===== src/rtl/cam_pkg.sv =====
// -----------------------------------------------------------------------------
// cam_pkg
// Shared types and default widths for the CAM command sequencer.
//   cam_op_e    : command opcodes carried on cmd_op
//   cam_state_e : sequencer FSM states
//   DW_DEF/AW_DEF/CW_DEF : default data, address and counter widths
// -----------------------------------------------------------------------------
package cam_pkg;

    localparam int DW_DEF = 4;
    localparam int AW_DEF = 3;
    localparam int CW_DEF = 8;

    typedef enum logic [1:0] {
        OP_LOOKUP  = 2'b00,
        OP_REPLACE = 2'b01,
        OP_INIT    = 2'b10,
        OP_RSVD    = 2'b11
    } cam_op_e;

    typedef enum logic [2:0] {
        ST_IDLE,
        ST_INIT,
        ST_LOOK,
        ST_WRITE,
        ST_RESP
    } cam_state_e;

endpackage


===== src/rtl/cam_cmd_ctrl_if.sv =====
// -----------------------------------------------------------------------------
// cam_cmd_ctrl_if
// Command and response handshakes of the CAM sequencer.
//   cmd_valid/cmd_ready/cmd_op/cmd_key/cmd_data : command channel
//   rsp_valid/rsp_ready/rsp_hit/rsp_multi/rsp_min_addr/rsp_max_addr : response
//   master : command issuer / response consumer
//   slave  : the sequencer
// -----------------------------------------------------------------------------
interface cam_cmd_ctrl_if #(
    parameter int DW = cam_pkg::DW_DEF,
    parameter int AW = cam_pkg::AW_DEF
);
    logic          cmd_valid;
    logic          cmd_ready;
    logic [1:0]    cmd_op;
    logic [DW-1:0] cmd_key;
    logic [DW-1:0] cmd_data;
    logic          rsp_valid;
    logic          rsp_ready;
    logic          rsp_hit;
    logic          rsp_multi;
    logic [AW-1:0] rsp_min_addr;
    logic [AW-1:0] rsp_max_addr;

    modport master (
        output cmd_valid, cmd_op, cmd_key, cmd_data, rsp_ready,
        input  cmd_ready, rsp_valid, rsp_hit, rsp_multi, rsp_min_addr, rsp_max_addr
    );

    modport slave (
        input  cmd_valid, cmd_op, cmd_key, cmd_data, rsp_ready,
        output cmd_ready, rsp_valid, rsp_hit, rsp_multi, rsp_min_addr, rsp_max_addr
    );
endinterface


===== src/rtl/sat_counter.sv =====
// -----------------------------------------------------------------------------
// sat_counter
// Up-counter that sticks at all-ones.
//   clk   : clock
//   clear : synchronous clear, dominates inc
//   inc   : count up by one unless already saturated
//   count : current value
// -----------------------------------------------------------------------------
module sat_counter #(
    parameter int CW = 8
) (
    input  logic          clk,
    input  logic          clear,
    input  logic          inc,
    output logic [CW-1:0] count
);

    always_ff @(posedge clk) begin
        if (clear) begin
            count <= '0;
        end else if (inc && (count != '1)) begin
            count <= count + 1'b1;
        end
    end

endmodule


===== src/rtl/cam_cmd_ctrl.sv =====
// -----------------------------------------------------------------------------
// cam_cmd_ctrl
// Sequencer in front of the CAM register file: takes LOOKUP/REPLACE/INIT
// commands, drives the CAM control inputs, returns one response per command
// and keeps saturating hit/miss counters.
//   clk, reset       : clock, synchronous active-high reset
//   bus (slave)      : command / response handshakes
//   cam_init         : CAM init strobe
//   cam_d_lookup     : CAM search key
//   cam_setd/newd    : CAM write strobe and replacement value
//   cam_valid/min/max: CAM match result for cam_d_lookup
//   hit_cnt/miss_cnt : debug counters
//
// state    | meaning
// ---------+------------------------------------------------------------
// ST_IDLE  | cmd_ready=1, waiting for a command
// ST_INIT  | one-cycle cam_init pulse
// ST_LOOK  | key on cam_d_lookup, CAM result captured at end of cycle
// ST_WRITE | cam_setd pulse, matching entries replaced with cam_newd
// ST_RESP  | rsp_valid=1 until consumer takes it
// -----------------------------------------------------------------------------
module cam_cmd_ctrl
    import cam_pkg::*;
#(
    parameter int DW = DW_DEF,
    parameter int AW = AW_DEF,
    parameter int CW = CW_DEF
) (
    input  logic          clk,
    input  logic          reset,
    cam_cmd_ctrl_if.slave bus,
    output logic          cam_init,
    output logic [DW-1:0] cam_d_lookup,
    output logic          cam_setd,
    output logic [DW-1:0] cam_newd,
    input  logic          cam_valid,
    input  logic [AW-1:0] cam_min_addr,
    input  logic [AW-1:0] cam_max_addr,
    output logic [CW-1:0] hit_cnt,
    output logic [CW-1:0] miss_cnt
);

    cam_state_e    state_q, state_d;
    cam_op_e       op_q;
    logic [DW-1:0] key_q;
    logic [DW-1:0] data_q;
    logic [DW-1:0] lookup_q;
    logic          hit_q;
    logic          multi_q;
    logic [AW-1:0] min_q;
    logic [AW-1:0] max_q;
    logic          accept;
    logic          hit_inc;
    logic          miss_inc;

    assign accept = bus.cmd_valid && (state_q == ST_IDLE);

    always_ff @(posedge clk) begin
        if (reset) begin
            state_q <= ST_IDLE;
        end else begin
            state_q <= state_d;
        end
    end

    always_ff @(posedge clk) begin
        if (reset) begin
            op_q     <= OP_LOOKUP;
            key_q    <= '0;
            data_q   <= '0;
            lookup_q <= '0;
            hit_q    <= 1'b0;
            multi_q  <= 1'b0;
            min_q    <= '0;
            max_q    <= '0;
        end else begin
            if (accept) begin
                // INIT and reserved commands respond with these cleared fields
                op_q    <= cam_op_e'(bus.cmd_op);
                key_q   <= bus.cmd_key;
                data_q  <= bus.cmd_data;
                hit_q   <= 1'b0;
                multi_q <= 1'b0;
                min_q   <= '0;
                max_q   <= '0;
            end
            if (state_q == ST_LOOK) begin
                lookup_q <= key_q;
                hit_q    <= cam_valid;
                multi_q  <= cam_valid && (cam_min_addr != cam_max_addr);
                min_q    <= cam_valid ? cam_min_addr : '0;
                max_q    <= cam_valid ? cam_max_addr : '0;
            end
        end
    end

    // CAM strobes are gated by reset so a reset landing mid-command
    // cannot commit a write or init on that same edge.
    always_comb begin
        state_d       = state_q;
        bus.cmd_ready = 1'b0;
        bus.rsp_valid = 1'b0;
        cam_init      = 1'b0;
        cam_setd      = 1'b0;
        cam_d_lookup  = lookup_q;
        cam_newd      = '0;
        hit_inc       = 1'b0;
        miss_inc      = 1'b0;
        case (state_q)
            ST_IDLE: begin
                bus.cmd_ready = 1'b1;
                if (bus.cmd_valid) begin
                    case (cam_op_e'(bus.cmd_op))
                        OP_INIT: state_d = ST_INIT;
                        OP_RSVD: state_d = ST_RESP;
                        default: state_d = ST_LOOK;
                    endcase
                end
            end
            ST_INIT: begin
                cam_init = !reset;
                state_d  = ST_RESP;
            end
            ST_LOOK: begin
                cam_d_lookup = key_q;
                hit_inc      = cam_valid;
                miss_inc     = !cam_valid;
                state_d      = ((op_q == OP_REPLACE) && cam_valid) ? ST_WRITE : ST_RESP;
            end
            ST_WRITE: begin
                cam_d_lookup = key_q;
                cam_setd     = !reset;
                cam_newd     = data_q;
                state_d      = ST_RESP;
            end
            ST_RESP: begin
                bus.rsp_valid = 1'b1;
                if (bus.rsp_ready) begin
                    state_d = ST_IDLE;
                end
            end
            default: state_d = ST_IDLE;
        endcase
    end

    assign bus.rsp_hit      = hit_q;
    assign bus.rsp_multi    = multi_q;
    assign bus.rsp_min_addr = min_q;
    assign bus.rsp_max_addr = max_q;

    sat_counter #(.CW(CW)) u_hit_cnt (
        .clk   (clk),
        .clear (reset),
        .inc   (hit_inc),
        .count (hit_cnt)
    );

    sat_counter #(.CW(CW)) u_miss_cnt (
        .clk   (clk),
        .clear (reset),
        .inc   (miss_inc),
        .count (miss_cnt)
    );

endmodule


===== src/flat_wrapper.sv =====
// flat-port wrapper written by rule: the top's interface ports become plain ports
module cam_cmd_ctrl_flat import cam_pkg::*;
#(
    parameter int DW = DW_DEF,
    parameter int AW = AW_DEF,
    parameter int CW = CW_DEF
)
  (clk, reset, cam_init, cam_d_lookup, cam_setd, cam_newd, cam_valid, cam_min_addr, cam_max_addr, hit_cnt, miss_cnt, bus_cmd_valid, bus_cmd_op, bus_cmd_key, bus_cmd_data, bus_rsp_ready, bus_cmd_ready, bus_rsp_valid, bus_rsp_hit, bus_rsp_multi, bus_rsp_min_addr, bus_rsp_max_addr);
  cam_cmd_ctrl_if #(.DW(DW), .AW(AW)) bus_i ();
  input  logic clk;
  input  logic reset;
  output logic cam_init;
  output logic [DW-1:0] cam_d_lookup;
  output logic cam_setd;
  output logic [DW-1:0] cam_newd;
  input  logic cam_valid;
  input  logic [AW-1:0] cam_min_addr;
  input  logic [AW-1:0] cam_max_addr;
  output logic [CW-1:0] hit_cnt;
  output logic [CW-1:0] miss_cnt;
  input wire logic [$bits(bus_i.cmd_valid)-1:0] bus_cmd_valid;
  input wire logic [$bits(bus_i.cmd_op)-1:0] bus_cmd_op;
  input wire logic [$bits(bus_i.cmd_key)-1:0] bus_cmd_key;
  input wire logic [$bits(bus_i.cmd_data)-1:0] bus_cmd_data;
  input wire logic [$bits(bus_i.rsp_ready)-1:0] bus_rsp_ready;
  output wire logic [$bits(bus_i.cmd_ready)-1:0] bus_cmd_ready;
  output wire logic [$bits(bus_i.rsp_valid)-1:0] bus_rsp_valid;
  output wire logic [$bits(bus_i.rsp_hit)-1:0] bus_rsp_hit;
  output wire logic [$bits(bus_i.rsp_multi)-1:0] bus_rsp_multi;
  output wire logic [$bits(bus_i.rsp_min_addr)-1:0] bus_rsp_min_addr;
  output wire logic [$bits(bus_i.rsp_max_addr)-1:0] bus_rsp_max_addr;
  assign bus_i.cmd_valid = bus_cmd_valid;
  assign bus_i.cmd_op = bus_cmd_op;
  assign bus_i.cmd_key = bus_cmd_key;
  assign bus_i.cmd_data = bus_cmd_data;
  assign bus_i.rsp_ready = bus_rsp_ready;
  assign bus_cmd_ready = bus_i.cmd_ready;
  assign bus_rsp_valid = bus_i.rsp_valid;
  assign bus_rsp_hit = bus_i.rsp_hit;
  assign bus_rsp_multi = bus_i.rsp_multi;
  assign bus_rsp_min_addr = bus_i.rsp_min_addr;
  assign bus_rsp_max_addr = bus_i.rsp_max_addr;
  cam_cmd_ctrl #(.DW(DW), .AW(AW), .CW(CW)) u_core (.clk(clk), .reset(reset), .bus(bus_i), .cam_init(cam_init), .cam_d_lookup(cam_d_lookup), .cam_setd(cam_setd), .cam_newd(cam_newd), .cam_valid(cam_valid), .cam_min_addr(cam_min_addr), .cam_max_addr(cam_max_addr), .hit_cnt(hit_cnt), .miss_cnt(miss_cnt));
endmodule

===== config.mk =====
export PLATFORM = sky130hd
export DESIGN_NAME = cam_cmd_ctrl_flat
export DESIGN_NICKNAME = d
export VERILOG_FILES = /design/src/rtl/cam_pkg.sv /design/src/rtl/cam_cmd_ctrl_if.sv /design/src/rtl/sat_counter.sv /design/src/rtl/cam_cmd_ctrl.sv /design/src/flat_wrapper.sv
export SDC_FILE = /design/constraint.sdc
export NUM_CORES = 1
export LEC_CHECK = 0
export BUFFER_PORTS_ARGS = -buffer_cell sky130_fd_sc_hd__buf_2
export CAP_MARGIN = 25
export CORE_MARGIN = 2
export CORE_UTILIZATION = 35
export CTS_BUF_LIST = sky130_fd_sc_hd__clkbuf_4
export CTS_CLUSTER_DIAMETER = 80
export DETAILED_ROUTE_END_ITERATION = 10
export GPL_TIMING_DRIVEN = 0
export MAX_ROUTING_LAYER = met4
export PLACE_DENSITY = 0.56
export RECOVER_POWER = 50
export SETUP_SLACK_MARGIN = 0.05
export SLEW_MARGIN = 15
export SYNTH_ARGS = -nofsm -noshare
export SYNTH_HDL_FRONTEND = slang
export SYNTH_SLANG_ARGS = --single-unit
export TNS_END_PERCENT = 50

===== constraint.sdc =====
create_clock -name clk -period 1.9 [get_ports clk]
set_input_delay 0.57 -clock clk [delete_from_list [all_inputs] [get_ports clk]]
set_output_delay 0.57 -clock clk [all_outputs]
set_load 0.02 [all_outputs]

==> results of run 1 <==
## power breakdown
part / leakage, uW / switching (uW) / internal [uW] / total, uW
Clock: 0.0000310 / 294 / 140 / 434
Combinational: 0.000743 / 145 / 119 / 265
Sequential: 0.000334 / 19.5 / 888 / 908
Total: 0.00111 / 459 / 1150 / 1610
## layout by cell type (no fill, tap or decap), types with 9 or more instances in the layout
cell type	netlist	final
xor2_1	11	11
buf_2	2	45
o21ai_0	9	9
nor2_1	28	27
dfxtp_1	41	38
a21oi_1	19	19
nand2_1	43	40
buf_4	0	11
## area by class of cell
type | instances | area [um^2]
plain buffers | 11 | 120
clock buffers | 5 | 37.5
clock inverters | 3 | 17.5
fillers | 546 | 2640
multi-input cells | 170 | 1020
flip-flops and latches | 41 | 827
well taps | 70 | 87.6
repair buffers | 62 | 390
## worst max-delay path, delay by kind of cell
family        cells  cell delay, ns
buf+inv           3            0.52
simple gates      1            0.24
## per-layer routing
| layer | share of wire (%) | vias up | GRT usage [%] |
|---|---|---|---|
| li1 | - | 898 | - |
| met5 | 0 | - | - |
| met4 | 0.64 | 0 | 4.29 |
| met1 | 50 | 783 | 21.1 |
| met2 | 45 | 49 | 23.0 |
| met3 | 5.0 | 4 | 3.60 |
## metrics by stage
stage / instance area [um^2] / setup TNS, ns / hold slack [ns] / utilization (%)
floorplan: 1900 / 0 / 0.429 / -
global placement: 2260 / -0.151 / 0.439 / 44.0
finish: 2500 / -0.00337 / 0.445 / 48.6
global route: 2500 / -0.401 / 0.429 / 48.6
detailed placement: 2260 / -0.155 / 0.444 / 44.0
CTS: 2420 / -0.543 / 0.427 / 47.1
## final timing paths
path,end,cells past startpoint,slack (ns)
max,cam_init,4,-0.003
min,u_core.key_q[1]$_SDFFE_PP0P_,3,0.44
max reg2reg,u_core.u_miss_cnt.count[5]$_SDFFE_PP0P_,6,0.13
min reg2reg,u_core.op_q[0]$_SDFFE_PP0P_,2,0.46
## state kept, by name, indices dropped and copies added, names as in the netlist
register and flops:
u_core.u_hit_cnt.count 8, u_core.u_miss_cnt.count 8, u_core.data_q 4, u_core.op_q 2, u_core.bus.rsp_hit 1, u_core.lookup_q 4, u_core.bus.rsp_max_addr 3, u_core.bus.rsp_multi 1
u_core.bus.rsp_min_addr 3, u_core.state_q 3, u_core.key_q 4
## logic make-up (layout without fill, tap and decap cells)
logic type      Yosys count  after routing  share of synthesized area, %
simple gates            109            109                          28.0
compound gates           42             42                          13.7
flops                    41             41                          43.6
xor+xnor                 14             14                          6.51
buf+inv                  13             81                          5.31
mux                       3              3                          1.66
fa+ha+maj                 2              2                          1.33
## timing repair
item	4_1_cts	5_1_grt
hold buffers	0	0
setup endpoints to repair	12	14
pin swaps	0	4
setup buffers	2	3
gates resized for setup	25	20
cloned	1	1
==> run_results.csv, run 1 <==
group,metric,value,unit
global_route,overflow,0,
timing,worst_pin_slew,0.595,ns
setup_path,critical_path.startpoint,"reset",
timing,slew_violations,0,
global_route,grt_max_degree,14,
setup_path,rr_startpoint,"u_core.state_q[0]$_SDFFE_PP0P_",
routing,ant_nets,0,
place,port_buffers,55,
logic_synthesis,synth_commonest_cells,"nand2_1, dfxtp_1, nor2_1, a21oi_1, xor2_1",
logic_synthesis,synth_area,1880,um^2
place,gp_congestion,0.736,
die,rows,26,
flow_run,cap_violations,0,
global_route,grt_pass1_wl,7240,um
routing,drc,0,
logic_synthesis,synth_nets,247,
global_route,grt_use_total,15.4,%
die,die_area,5990,um^2
power,p_per_area,643,nW/um^2
timing,fmax,525,MHz
cts,cts_inserted_buffers,5,
place,dp_hpwl,3110,um
global_route,antenna_found_initial,0,
timing,setup_violations,1,
cts,root_buffer,"clkbuf_4",
timing,hold_violations,0,
die,die_h,77.4,um
logic_synthesis,synth-warning-count,0,
logic_synthesis,synth_top_area_share,43.6,%
cts,worstSkewPairLatency,0.35,ns
logic_synthesis,synth_edf_count,0,
die,core_area,5140,um^2
timing,fin_crit,1.90,ns
power,p_leak,0.00111,uW
place,dp_cells,349,
cts,worst_setup_hold_path_clk_slew,0.13,ns
final_layout,num_antenna_cells,0,
setup_path,crit_type,"input port to primary output",
routing,vias_per_cell,4.79,
logic_synthesis,netlist_instances,224,
final_layout,area_growth,32.7,%
routing,first_pass_iters,4,
outcome,outcome,"finished, violations left",
setup_path,end_kind,"primary output",
setup_path,cp_max_fo,10,
die,die_w,77.4,um
routing,vias,1734,
logic_synthesis,yosys.cell_count.top_type,"nand2_1",
logic_synthesis,synth_area_leaders,"dfxtp_1, nand2_1, nor2_1, xor2_1, a21oi_1",
logic_synthesis,synth.largest_area_cell,"dfxtp_1",
final_layout,drive_gt1_share,33.2,%
logic_synthesis,synth_cell_types,35,
final_layout,finalNonFillerCells,362,
place,place_ws,-0.0957,ns
logic_synthesis,syn_avg_cell_area,8.41,um^2
outcome,violations,"setup timing",
routing,drt_wl_total,4500,um
routing,dr.first_iter.drc_count,62,
power,peakVddDrop,0.399,mV
die,start_util,36.7,%
cts,htree_levels,2,
timing,final.setup_skew,0.00909,ns
logic_synthesis,async_reset_ff_share,0,%
cts,cts_max_path_buffers,2,
logic_synthesis,synth-seq-cells,41,
cts,cts_tree,"done",
cts,clock_sinks,41,
timing,rsz0062_at_grt,"true",
setup_path,worst_setup_path_start_kind,"input port",
timing,finalCritPeriodShare,100,%
die,pin_count,57,
setup_path,cp_slowest_cell,"nor4b_4",
final_layout,final_nets,314,
logic_synthesis,synth-seq-area-share,43.6,%
logic_synthesis,synth_flop_cell,"dfxtp_1",
power,power,1610,uW
global_route,first_global_vias,1481,
setup_path,crit_chain,"clkbuf_8, clkbuf_2, nor4b_4, buf_4",
timing,final.setup.worst_slack,-0.00337,ns
routing,routedWlPerCell,12.4,um
timing,slew_headroom,60.1,%
min_path,min-delay-start,"bus_cmd_key[1]",
setup_path,arrival,1.33,ns
min_path,min_path_type,"input port to flop",
setup_path,critPathMaxStageDelay,0.24,ns
setup_path,worst_ep_required_time,1.33,ns
Note: power is estimated with default switching activity, not from simulation.
==> inputs of run 2 (changes only) <==
PLACE_DENSITY = 0.55   (was 0.56)
SETUP_SLACK_MARGIN = 0.1   (was 0.05)
SYNTH_HIERARCHICAL = 1   (was not set)
==> run_results.csv, run 2 <==
group,metric,value,unit
cts,htree_levels,2,
setup_path,crit_chain,"buf_8, and3b_2, nor2b_2, buf_4",
die,rows,27,
setup_path,worst_setup_path_start_kind,"flop",
global_route,grt_pass1_wl,8210,um
final_layout,drive_gt1_share,42.7,%
timing,slew_headroom,64.7,%
cts,cts_inserted_buffers,5,
logic_synthesis,synth_area,2010,um^2
timing,final.setup_skew,0.00153,ns
global_route,overflow,0,
cts,cts_tree,"done",
power,power,1810,uW
cts,worst_setup_hold_path_clk_slew,0.12,ns
final_layout,area_growth,40.0,%
power,pwr-share-comb,18.0,%
routing,ant_nets,0,
logic_synthesis,synth_cell_types,48,
min_path,min_path_type,"input port to flop",
cts,clock_sinks,41,
logic_synthesis,synth_flop_cell,"dfxtp_1",
setup_path,cp_max_fo,5,
logic_synthesis,synth-seq-cells,41,
final_layout,multiInputGateArea,1200,um^2
routing,drc,0,
global_route,grt_max_degree,18,
die,die_h,79.8,um
timing,hold_violations,0,
timing,setup_violations,11,
global_route,first_global_vias,1747,
routing,vias_per_cell,5.05,
routing,drt_wl_total,5130,um
flow_run,cap_violations,0,
final_layout,final_cell_mix,"buf_2, dfxtp_1, nand2_1",
setup_path,crit_type,"flop to primary output",
timing,fmax,503,MHz
logic_synthesis,async_reset_ff_share,0,%
logic_synthesis,yosys.cell_count.top_type,"dfxtp_1",
setup_path,worst_ep_required_time,1.33,ns
outcome,outcome,"finished, violations left",
routing,vias,1915,
power,switching_share,26.0,%
timing,worst_pin_slew,0.527,ns
routing,dr.first_iter.drc_count,107,
power,switchingPower,472,uW
timing,final.setup.worst_slack,-0.0862,ns
setup_path,end_kind,"primary output",
timing,fin_crit,1.99,ns
power,p_leak,0.00120,uW
die,die_w,79.8,um
routing,first_pass_iters,4,
timing,slew_violations,0,
place,port_buffers,56,
power,power_frac_seq,50.0,%
cts,root_buffer,"clkbuf_4",
power,p_per_area,645,nW/um^2
die,start_util,36.3,%
logic_synthesis,synth-seq-area-share,40.8,%
logic_synthesis,netlist_instances,225,
power,p_int,1340,uW
routing,routedWlPerCell,13.5,um
logic_synthesis,synth_area_leaders,"dfxtp_1, a21oi_1, nand2_1, mux2i_1, buf_6",
cts,cts_max_path_buffers,2,
final_layout,layout_commonest_cell,"buf_2",
cts,worstSkewPairLatency,0.34,ns
setup_path,critPathMaxStageDelay,0.39,ns
final_layout,seq_area,827,um^2
logic_synthesis,synth_commonest_cells,"dfxtp_1, nand2_1, a21oi_1, nor2_1, o21ai_0",
die,core_area,5540,um^2
place,place_ws,-0.161,ns
final_layout,num_antenna_cells,0,
final_layout,reg.largest.list,"u_core/u_hit_cnt/count: 8 flops, u_core/u_miss_cnt/count: 8 flops",
die,die_area,6360,um^2
power,peakVddDrop,0.326,mV
logic_synthesis,synth-warning-count,6,
die,pin_count,57,
setup_path,cp_slowest_cell,"dfxtp_4",
global_route,grt_use_total,16.9,%
logic_synthesis,synth.largest_area_cell,"dfxtp_1",
place,gp_congestion,0.775,
final_layout,fillers,559,
logic_synthesis,synth_nets,248,
logic_synthesis,syn_avg_cell_area,8.93,um^2
power,clock_power_share,32.0,%
logic_synthesis,synth_top_area_share,40.8,%
global_route,antenna_found_initial,0,
setup_path,arrival,1.42,ns
timing,rsz0062_at_grt,"true",
outcome,violations,"setup timing",
place,dp_hpwl,3340,um
timing,finalCritPeriodShare,105,%
logic_synthesis,synth_edf_count,0,
final_layout,final_nets,329,
## run 2: cell count changes in the layout (fill, tap and decap cells not counted), sizes merged, moves of 5 or more
| cell | previous run | this run |
|---|---|---|
| xor2 | 11 | 3 |
| nand2 | 43 | 37 |
| a22oi | 7 | 0 |
| buf | 65 | 81 |
| a21oi | 19 | 30 |
| nor2 | 28 | 11 |
| mux2 | 1 | 6 |
| and3 | 8 | 2 |
## run 2: power by group through the flow
| stage | registers [uW] | clock network (uW) | logic, uW |
|---|---|---|---|
| floorplan | 927 | 0 | 148 |
| global placement | 923 | 0 | 231 |
| detailed placement | 924 | 0 | 233 |
| CTS | 907 | 609 | 279 |
| global route | 912 | 645 | 355 |
| finish | 908 | 580 | 327 |
## run 2: final timing paths
check | start | end | slack (ns) | depth (start not counted)
worst min-delay path | bus_cmd_key[1] | u_core/key_q[1]$_SDFFE_PP0P_ | 0.45 | 3
worst max-delay path | u_core/state_q[1]$_SDFFE_PP0P_ | cam_setd | -0.09 | 4
worst max register to register | u_core/state_q[2]$_SDFFE_PP0P_ | u_core/u_miss_cnt/count[3]$_SDFFE_PP0P_ | 0.10 | 7
worst min register to register | u_core/data_q[3]$_SDFFE_PP0P_ | u_core/data_q[3]$_SDFFE_PP0P_ | 0.47 | 2
## run 2: cells by family (layout without fill, tap and decap cells)
group,after synthesis,in the layout,share of synthesized area [%]
AOI/OAI and AO/OA,61,61,19.5
xor gates and xnor gates,3,3,1.31
adders and majority gates,2,2,1.25
buffers and inverters,13,95,4.30
DFF,41,41,40.8
muxes,12,12,6.72
and+or+nand+nor,93,93,26.1
## run 2: timing repair
| item | CTS | global route |
|---|---|---|
| gates cloned | 0 | 1 |
| endpoints found under the hold margin | 0 | 0 |
| endpoints found under the setup margin | 25 | 31 |
| resized for setup | 48 | 21 |
| hold buffers | 0 | 0 |
| buffers inserted | 9 | 8 |
| pin swaps | 9 | 12 |
## run 2: final cells by class
class / count / share of cell area (%)
Inverter: 3 / 0.578
Clock inverter: 2 / 1.20
Timing Repair Buffer: 74 / 17.8
Buffer: 10 / 3.47
Clock buffer: 6 / 1.60
Multi-Input combinational cell: 171 / 42.8
Sequential cell: 41 / 29.4
Tap cell: 72 / 3.20
## run 2: critical path: cells and delay by family (launching register included)
| kind | cells | cell delay (ns) |
|---|---|---|
| flops | 1 | 0.39 |
| buf+inv | 2 | 0.28 |
| simple gates | 2 | 0.40 |
## run 2: routing by layer
layer	GRT usage, %	routed length (um)	vias to the layer above
met4	4.58	33	0
met5	-	0	-
met3	4.19	242	4
met2	27.9	2440	53
li1	-	-	968
met1	20.7	2410	890
## run 2: metrics by stage
step | std cells | util [%] | instance area [um^2] | hold WS, ns | setup TNS (ns)
after CTS | 370 | 48.4 | 2680 | 0.414 | -0.833
after floorplan | 225 | - | 2020 | 0.432 | 0
after global routing | 379 | 50.8 | 2810 | 0.423 | -1.42
after global placement | 353 | 43.1 | 2390 | 0.438 | -0.738
final | 379 | 50.8 | 2810 | 0.446 | -0.671
after detailed placement | 353 | 43.1 | 2390 | 0.448 | -0.759
==> inputs of run 3 (changes only) <==
PLACE_DENSITY = 0.56   (was 0.55)
==> run_results.csv, run 3 (synthesized netlist as in run 2, its figures left out) <==
group,metric,value,unit
outcome,outcome,"finished, violations left",
outcome,violations,"setup timing",
die,pin_count,57,
timing,hold_violations,0,
power,switching_share,26.6,%
place,dp_hpwl,3260,um
setup_path,arrival,1.43,ns
final_layout,finalNonFillerCells,371,
final_layout,num_antenna_cells,0,
final_layout,final_cell_mix,"buf_2, dfxtp_1, nand2_1",
routing,drt_wl_total,4910,um
global_route,grt_pass1_wl,7980,um
power,peakVddDrop,0.321,mV
global_route,first_global_vias,1724,
final_layout,final_nets,321,
setup_path,crit_chain,"buf_6, nand2b_4, mux2_4, buf_6",
die,core_area,5540,um^2
timing,final.setup.worst_slack,-0.101,ns
setup_path,critPathMaxStageDelay,0.34,ns
cts,htree_levels,2,
power,p_leak,0.00115,uW
timing,slew_violations,0,
final_layout,reg.largest.list,"u_core/u_hit_cnt/count: 8 flops, u_core/u_miss_cnt/count: 8 flops",
timing,slew_headroom,60.6,%
timing,finalCritPeriodShare,105,%
final_layout,drive_gt1_share,40.8,%
routing,ant_nets,0,
cts,clock_sinks,41,
die,rows,27,
routing,vias,1852,
power,pwr-share-comb,16.5,%
die,die_w,79.8,um
final_layout,seq_area,826,um^2
global_route,grt_max_degree,18,
cts,cts_tree,"done",
flow_run,cap_violations,0,
final_layout,area_growth,36.7,%
die,die_area,6360,um^2
global_route,overflow,0,
cts,hold_buffers,0,
place,dp_cells,353,
cts,cts_max_path_buffers,2,
cts,root_buffer,"clkbuf_4",
die,start_util,36.3,%
routing,routedWlPerCell,13.2,um
timing,setup_violations,11,
min_path,min_path_type,"input port to flop",
final_layout,finalCoreUtilization,49.6,%
place,place_ws,-0.134,ns
place,gp_congestion,0.751,
setup_path,worst_setup_path_start_kind,"flop",
final_layout,layout_commonest_cell,"buf_2",
power,p_int,1330,uW
setup_path,cp_top_family,"flip-flops",
power,p_per_area,657,nW/um^2
power,clock_power_share,33.3,%
cts,cts_inserted_buffers,5,
timing,rsz0062_at_grt,"true",
setup_path,crit_type,"flop to primary output",
timing,worst_pin_slew,0.588,ns
setup_path,end_kind,"primary output",
global_route,grt_use_total,16.3,%
final_layout,multiInputGateArea,1200,um^2
routing,first_pass_iters,7,
cts,worstSkewPairLatency,0.35,ns
setup_path,crit_buf_inv,2,
setup_path,cp_max_fo,6,
timing,fin_crit,2.00,ns
power,power,1800,uW
power,switchingPower,479,uW
setup_path,cpMostUsedCell,"buf_6",
die,die_h,79.8,um
timing,final.setup_skew,0.0160,ns
power,power_frac_seq,50.3,%
setup_path,worst_ep_required_time,1.33,ns
cts,worst_setup_hold_path_clk_slew,0.14,ns
routing,vias_per_cell,4.99,
timing,fmax,500,MHz
setup_path,cp_slowest_cell,"dfxtp_2",
routing,dr.first_iter.drc_count,105,
final_layout,fillers,567,
routing,drc,0,
place,port_buffers,56,
global_route,antenna_found_initial,0,
## run 3: cell types whose count changed in the layout (fill, tap and decap cells not counted), moves of 2 or more
cell      before  now
a211oi_1       2    4
buf_6         20   15
a211oi_2       2    0
buf_4         17   12
## run 3: per-stage QoR
step | setup TNS [ns] | hold slack [ns] | cell area, um^2
2_1_floorplan | 0 | 0.432 | 2020
3_3_place_gp | -0.719 | 0.439 | 2390
3_5_place_dp | -0.648 | 0.443 | 2390
4_1_cts | -0.887 | 0.415 | 2660
5_1_grt | -1.60 | 0.419 | 2750
6_report | -0.688 | 0.436 | 2750
## run 3: worst min-delay path, cell delays in order
cell	delay (ns)
buf_2	0.10
nand2_1	0.04
a21oi_1	0.05
## run 3: area by class of cell
type	count	share of cell area [%]
Multi-Input combinational cell	171	43.8
Sequential cell	41	30.1
Timing Repair Buffer	66	16.1
Tap cell	72	3.28
Buffer	10	3.19
Clock buffer	6	1.64
Clock inverter	2	1.41
Inverter	3	0.592
## run 3: metal layers
| layer | global-route usage [%] | part of all wire, % | routed length (um) | up-vias |
|---|---|---|---|---|
| met1 | 21.2 | 50 | 2440 | 853 |
| met3 | 3.17 | 3.6 | 177 | 2 |
| met2 | 25.7 | 46 | 2260 | 38 |
| met4 | 5.08 | 0.59 | 29 | 0 |
| li1 | - | - | - | 959 |
| met5 | - | 0 | 0 | - |
## run 3: worst paths after layout
path	startpoint	endpoint	slack, ns	depth (start not counted)
max	u_core/state_q[2]$_SDFFE_PP0P_	cam_d_lookup[3]	-0.10	4
min	bus_cmd_data[0]	u_core/data_q[0]$_SDFFE_PP0P_	0.44	3
max reg2reg	u_core/state_q[2]$_SDFFE_PP0P_	u_core/u_hit_cnt/count[3]$_SDFFE_PP0P_	0.07	8
min reg2reg	u_core/data_q[2]$_SDFFE_PP0P_	u_core/data_q[2]$_SDFFE_PP0P_	0.47	2
## run 3: power groups by stage
stage	sequential, uW	clock [uW]	combinational (uW)
global placement	923	0	231
global route	911	662	324
finish	907	601	297
CTS	907	619	276
detailed placement	924	0	232
floorplan	927	0	148
## run 3: repair_timing
item / CTS / global route
setup endpoints to repair: 24 / 20
setup buffers: 8 / 2
resized for setup: 44 / 18
pin swaps: 7 / 9
